### src/rtl/issuer_pkg.sv
// Shared widths, instruction field positions and issue FSM states for the instruction issuer.
package issuer_pkg;

  localparam int WORD_W   = 12;
  localparam int NIB_W    = 4;
  localparam int OP0_HI   = 10;
  localparam int OP0_LO   = 8;
  localparam int OP1_HI   = 6;
  localparam int OP1_LO   = 4;
  localparam int IMM0_BIT = 3;
  localparam int IMM1_BIT = 2;
  localparam int ALU_HI   = 1;
  localparam int ALU_LO   = 0;

  typedef enum logic [1:0] {IDLE, RUN, DRAIN} issue_state_t;

endpackage

### src/rtl/issue_fifo.sv
// Circular-buffer FIFO with occupancy count; the head word is presented directly from storage.
module issue_fifo #(
  parameter int WIDTH = 12,
  parameter int DEPTH = 4
) (
  input  logic                     clock,
  input  logic                     reset,
  input  logic                     flush,
  input  logic                     push,
  input  logic                     pop,
  input  logic [WIDTH-1:0]         wr_data,
  output logic [WIDTH-1:0]         rd_data,
  output logic                     full,
  output logic                     empty,
  output logic [$clog2(DEPTH):0]   count
);

  localparam int AW = $clog2(DEPTH);
  localparam int CW = AW + 1;

  logic [WIDTH-1:0] mem [DEPTH];
  logic [AW-1:0]    wr_ptr;
  logic [AW-1:0]    rd_ptr;

  always_ff @(posedge clock) begin
    if (push) mem[wr_ptr] <= wr_data;
  end

  // Pointers wrap naturally because DEPTH is a power of two.
  always_ff @(posedge clock or negedge reset) begin
    if (!reset) begin
      wr_ptr <= '0;
      rd_ptr <= '0;
      count  <= '0;
    end else if (flush) begin
      wr_ptr <= '0;
      rd_ptr <= '0;
      count  <= '0;
    end else begin
      if (push) wr_ptr <= wr_ptr + AW'(1);
      if (pop)  rd_ptr <= rd_ptr + AW'(1);
      case ({push, pop})
        2'b10:   count <= count + CW'(1);
        2'b01:   count <= count - CW'(1);
        default: count <= count;
      endcase
    end
  end

  assign full    = (count == CW'(DEPTH));
  assign empty   = (count == '0);
  assign rd_data = empty ? '0 : mem[rd_ptr];

endmodule

### src/rtl/instr_issuer.sv
// Assembles 12-bit instructions from nibbles, buffers them and issues them with a PE slot tag.
// Optional push-side operand lint is enabled with the ISSUE_LINT_EN macro.
module instr_issuer
  import issuer_pkg::*;
#(
  parameter int DEPTH  = 4,
  parameter int NUM_PE = 4
) (
  input  logic                        clock,
  input  logic                        reset,
  input  logic                        flush,
  input  logic [NIB_W-1:0]            nib_in,
  input  logic                        nib_valid,
  output logic                        nib_ready,
  input  logic                        go,
  input  logic                        stop,
  output logic [WORD_W-1:0]           instr_out,
  output logic                        instr_valid,
  input  logic                        instr_ready,
  output logic [$clog2(NUM_PE)-1:0]   slot,
  output logic [$clog2(DEPTH):0]      count,
  output logic                        busy,
  output logic                        fault
);

  localparam int SLOT_W = $clog2(NUM_PE);

  issue_state_t            state;
  logic [1:0]              nib_cnt;
  logic [WORD_W-1:NIB_W]   partial_q;
  logic [SLOT_W-1:0]       slot_q;
  logic [WORD_W-1:0]       push_word;
  logic                    nib_fire;
  logic                    push;
  logic                    pop;
  logic                    fifo_full;
  logic                    fifo_empty;

  assign nib_ready   = (state != DRAIN) && ((nib_cnt != 2'd2) || !fifo_full);
  assign nib_fire    = nib_valid && nib_ready;
  assign push        = nib_fire && (nib_cnt == 2'd2);
  assign push_word   = {partial_q, nib_in};
  assign instr_valid = (state != IDLE) && !fifo_empty;
  assign pop         = instr_valid && instr_ready;
  assign busy        = (state != IDLE);
  assign slot        = slot_q;

  issue_fifo #(.WIDTH(WORD_W), .DEPTH(DEPTH)) u_fifo (
    .clock   (clock),
    .reset   (reset),
    .flush   (flush),
    .push    (push),
    .pop     (pop),
    .wr_data (push_word),
    .rd_data (instr_out),
    .full    (fifo_full),
    .empty   (fifo_empty),
    .count   (count)
  );

  // The first two nibbles are held here; the third goes straight into the FIFO.
  always_ff @(posedge clock or negedge reset) begin
    if (!reset) begin
      nib_cnt   <= '0;
      partial_q <= '0;
    end else if (flush) begin
      nib_cnt   <= '0;
      partial_q <= '0;
    end else if (nib_fire) begin
      if (nib_cnt == 2'd2) begin
        nib_cnt <= '0;
      end else begin
        nib_cnt <= nib_cnt + 2'd1;
        if (nib_cnt == 2'd0) partial_q[11:8] <= nib_in;
        else                 partial_q[7:4]  <= nib_in;
      end
    end
  end

  always_ff @(posedge clock or negedge reset) begin
    if (!reset)      slot_q <= '0;
    else if (flush)  slot_q <= '0;
    else if (pop)    slot_q <= slot_q + SLOT_W'(1);
  end

  // stop outranks go; DRAIN only leaves once nothing is buffered or arriving.
  always_ff @(posedge clock or negedge reset) begin
    if (!reset) begin
      state <= IDLE;
    end else if (flush) begin
      state <= IDLE;
    end else begin
      unique case (state)
        IDLE:    if (go && !stop)         state <= RUN;
        RUN:     if (stop)                state <= DRAIN;
        DRAIN:   if (fifo_empty && !push) state <= IDLE;
        default:                          state <= IDLE;
      endcase
    end
  end

`ifdef ISSUE_LINT_EN
  logic [SLOT_W-1:0] ps;
  logic              fault_q;
  logic              lint_hit;

  always_comb begin
    lint_hit = 1'b0;
    if (!push_word[IMM0_BIT] && (32'(push_word[OP0_HI:OP0_LO]) >= 32'(ps))) lint_hit = 1'b1;
    if (!push_word[IMM1_BIT] && (32'(push_word[OP1_HI:OP1_LO]) >= 32'(ps))) lint_hit = 1'b1;
  end

  // A register operand must name a PE slot already issued; offending words still go out.
  always_ff @(posedge clock or negedge reset) begin
    if (!reset) begin
      ps      <= '0;
      fault_q <= 1'b0;
    end else if (flush) begin
      ps      <= '0;
      fault_q <= 1'b0;
    end else if (push) begin
      ps <= ps + SLOT_W'(1);
      if (lint_hit) fault_q <= 1'b1;
    end
  end

  assign fault = fault_q;
`else
  assign fault = 1'b0;
`endif

endmodule

### config.mk
export PLATFORM = sky130hd
export DESIGN_NAME = instr_issuer
export DESIGN_NICKNAME = d
export VERILOG_FILES = /design/src/rtl/issuer_pkg.sv /design/src/rtl/issue_fifo.sv /design/src/rtl/instr_issuer.sv
export SDC_FILE = /design/constraint.sdc
export NUM_CORES = 1
export LEC_CHECK = 0
export CAP_MARGIN = 20
export CORE_MARGIN = 8
export CORE_UTILIZATION = 37
export DETAILED_ROUTE_END_ITERATION = 10
export PLACE_DENSITY = 0.67
export SLEW_MARGIN = 10
export SYNTH_ARGS = -nofsm -noshare
export SYNTH_HDL_FRONTEND = slang
export SYNTH_SLANG_ARGS = --single-unit
export TNS_END_PERCENT = 50
### constraint.sdc
create_clock -name clock -period 4.91 [get_ports clock]
set_input_delay 1.2275 -clock clock [delete_from_list [all_inputs] [get_ports clock]]
set_output_delay 1.2275 -clock clock [all_outputs]
set_load 0.02 [all_outputs]
==> metrics <==
worst slack at placement 1.33 ns; CTS tree yes; Core Region 0.00769 mm2; worst-case clock skew 0.00724 ns; peak supply drop 0.146 mV; Fmax 265 MHz; initial core utilization 38.2%; Die Y-Extent 105 um; Critical Path AT 2.54 ns; Max transition margin 40.9%; unrepaired setup endpoints after global routing no; Post-CTS Resized 0; Clock Sink Count 69; NetSw 0.266 mW; Post-synth EDFFs 48; Seq pwr share 55.1%; later-pin clock latency in the skew report 0.34 ns; Area after DPL 0.00334 mm2; crit-path cells mux4_2 > nor2b_1 > clkdlybuf4s50_1; Die X 105 um; Leakage 1.30 nW; number of I/O port buffers 30; Mapped Cells 180; row count 32; GR Overflow Total 0; drt drc 0; Setup crit end kind output pin; Clock Tree Buf Depth 2; Setup WS post-layout 1.14 ns; Post-CTS Setup Repair Bufs 0; GRT Total Usage 10.5%; first-pass GRT wire length 9030 um; synthesized netlist net count 196; max layer used met4; Mapped Area 0.00293 mm2; post-synth top area share 49.1%; drt first pass iters 4; DP HPWL 3480 um; hold_buf cts 0; Setup violations, final 0; crit share post-route 76.8%; filler cell count 703; Worst path slowest cell dfrtp_1; commonest non-fill, non-tap cells in the layout edfxtp_1, clkdlybuf4s50_1, nor2_1, dfrtp_1, nor2b_1; Synth Flop Type edfxtp_1; routability cong. 0.705; Async S/R FF share, synth 30.4%; Clock Pin Slew Worst Setup and Hold Paths 0.08 ns; I/O pins 32; Setup TNS 0 ns; Largest stage delay, worst path 0.91 ns; Root Driver clkbuf_8; syn avg cell area 16.3 um2; CTS Buf Count 9; Min-Delay Path Class reg2reg; antenna cell count 0; final net count 233; layout cell share with drive strength beyond 1 18.0%; vias in the first global route 1734; outcome complete, no violations; die area 0.0110 mm2; H-tree lvl count 3; Crit Path Category reg2out; Critical Path RT 3.68 ns; met3 wire len 198 um; Startpoint Class flip-flop; clock share of power 39.5%; Routed WL 5430 um; sequential cell area fraction in the yosys report 67.1%; M1 WL 2500 um; fraction of power spent switching nets 22.9%; final instance area 0.00355 mm2; vias 1576; largest cells by area after synthesis edfxtp_1, dfrtp_1, mux4_2; slew at the pin closest to its max-slew limit 0.884 ns; vias per cell 4.86; final hold vios 0; Seq cells post-synth 69; met2 wire len 2590 um; Final ANT Viol Nets 0; post-synth top area cell edfxtp_1; largest net degree at the start of global routing 25; commonest non-fill, non-tap cell in the layout edfxtp_1; fin crit period 3.77 ns; power per cell area 327 mW/mm2; P_int 0.896 mW; Starting DRT DRC Count 49; crit path max fanout 14; Comb pwr share 5.4%; Distinct cells, synth 40; Slew Viols, Final 0; Layout Area Growth over Synthesis 21.2%; max-capacitance violation count 0; Syn. warnings 0; initial antenna violation count 0; drt wl/cell 16.8 um
==> state kept, by name, indices dropped and copies added, names as in the netlist <==
signal and cells:
u_fifo.mem 48, u_fifo.count 3, slot 2, state 2, u_fifo.rd_ptr 2, u_fifo.wr_ptr 2
partial_q 8, nib_cnt 2
==> kinds of logic after synthesis <==
kind of cell / Yosys count / synth area share [%]
flops: 69 / 67.1
simple gates: 58 / 11.6
mux: 25 / 13.7
buf+inv: 9 / 1.32
compound gates: 7 / 1.75
xor+xnor: 6 / 2.05
fa+ha+maj: 5 / 2.39
other cells: 1 / 0.128
==> final timing paths <==
kind,endpoint,slack [ns],startpoint,cells after the start
max,instr_out[1],1.14,u_fifo.rd_ptr[0],3
min,state[0],0.53,state[1],1
max reg2reg,u_fifo.count[2],2.62,state[1],8
min reg2reg,state[0],0.53,state[1],1
max in group asynchronous,u_fifo.wr_ptr[0],3.10,reset,2
min in group asynchronous,state[0],1.28,reset,1
==> area by class of cell <==
type	count	area, um2	share of cell area (%)
clock inverters	7	73.8	2.08
repair buffers	33	327	9.19
inverters	2	7.51	0.211
clock buffers	9	124	3.49
well taps	102	128	3.59
multi-input cells	102	927	26.1
flip-flops and latches	69	1970	55.4
==> critical path: cells and delay by family (launching register included) <==
family / cells / cell delay (ns)
simple gates: 1 / 0.14
buf+inv: 1 / 0.53
mux: 1 / 0.61
flops: 1 / 0.91
==> per-stage QoR <==
stage / power [mW] / util (%) / instances / hold WS [ns]
2_1_floorplan: 0.684 / - / 180 / 0.470
3_3_place_gp: 0.715 / 43.5 / 307 / 0.497
3_5_place_dp: 0.716 / 43.5 / 307 / 0.512
4_1_cts: 1.17 / 46.1 / 323 / 0.533
5_1_grt: 1.20 / 46.2 / 324 / 0.556
6_report: 1.16 / 46.2 / 324 / 0.531
==> per-layer routing <==
layer | GRT usage [%] | up-vias
met5 | 0 | -
met4 | 4.89 | 0
met3 | 3.44 | 14
met2 | 16.9 | 34
met1 | 12.5 | 796
li1 | - | 732
==> cell usage after synthesis, types with 2 or more instances <==
| library cell | number |
|---|---|
| a21oi_1 | 2 |
| and2_1 | 4 |
| clkbuf_1 | 4 |
| dfrtp_1 | 21 |
| edfxtp_1 | 48 |
| ha_1 | 4 |
| inv_1 | 2 |
| mux2_1 | 2 |
| mux2i_1 | 11 |
| mux4_2 | 12 |
| nand2_1 | 2 |
| nand2b_1 | 3 |
| nand3_1 | 3 |
| nor2_1 | 21 |
| nor2b_1 | 13 |
| xor2_1 | 4 |
==> power groups by stage <==
stage / clock (mW) / combinational, mW / sequential (mW)
floorplan: 0 / 0.0333 / 0.651
global placement: 0 / 0.0621 / 0.652
detailed placement: 0 / 0.0630 / 0.653
CTS: 0.466 / 0.0634 / 0.640
global route: 0.487 / 0.0697 / 0.642
finish: 0.458 / 0.0629 / 0.640
Power figures use the tool's default switching activity.
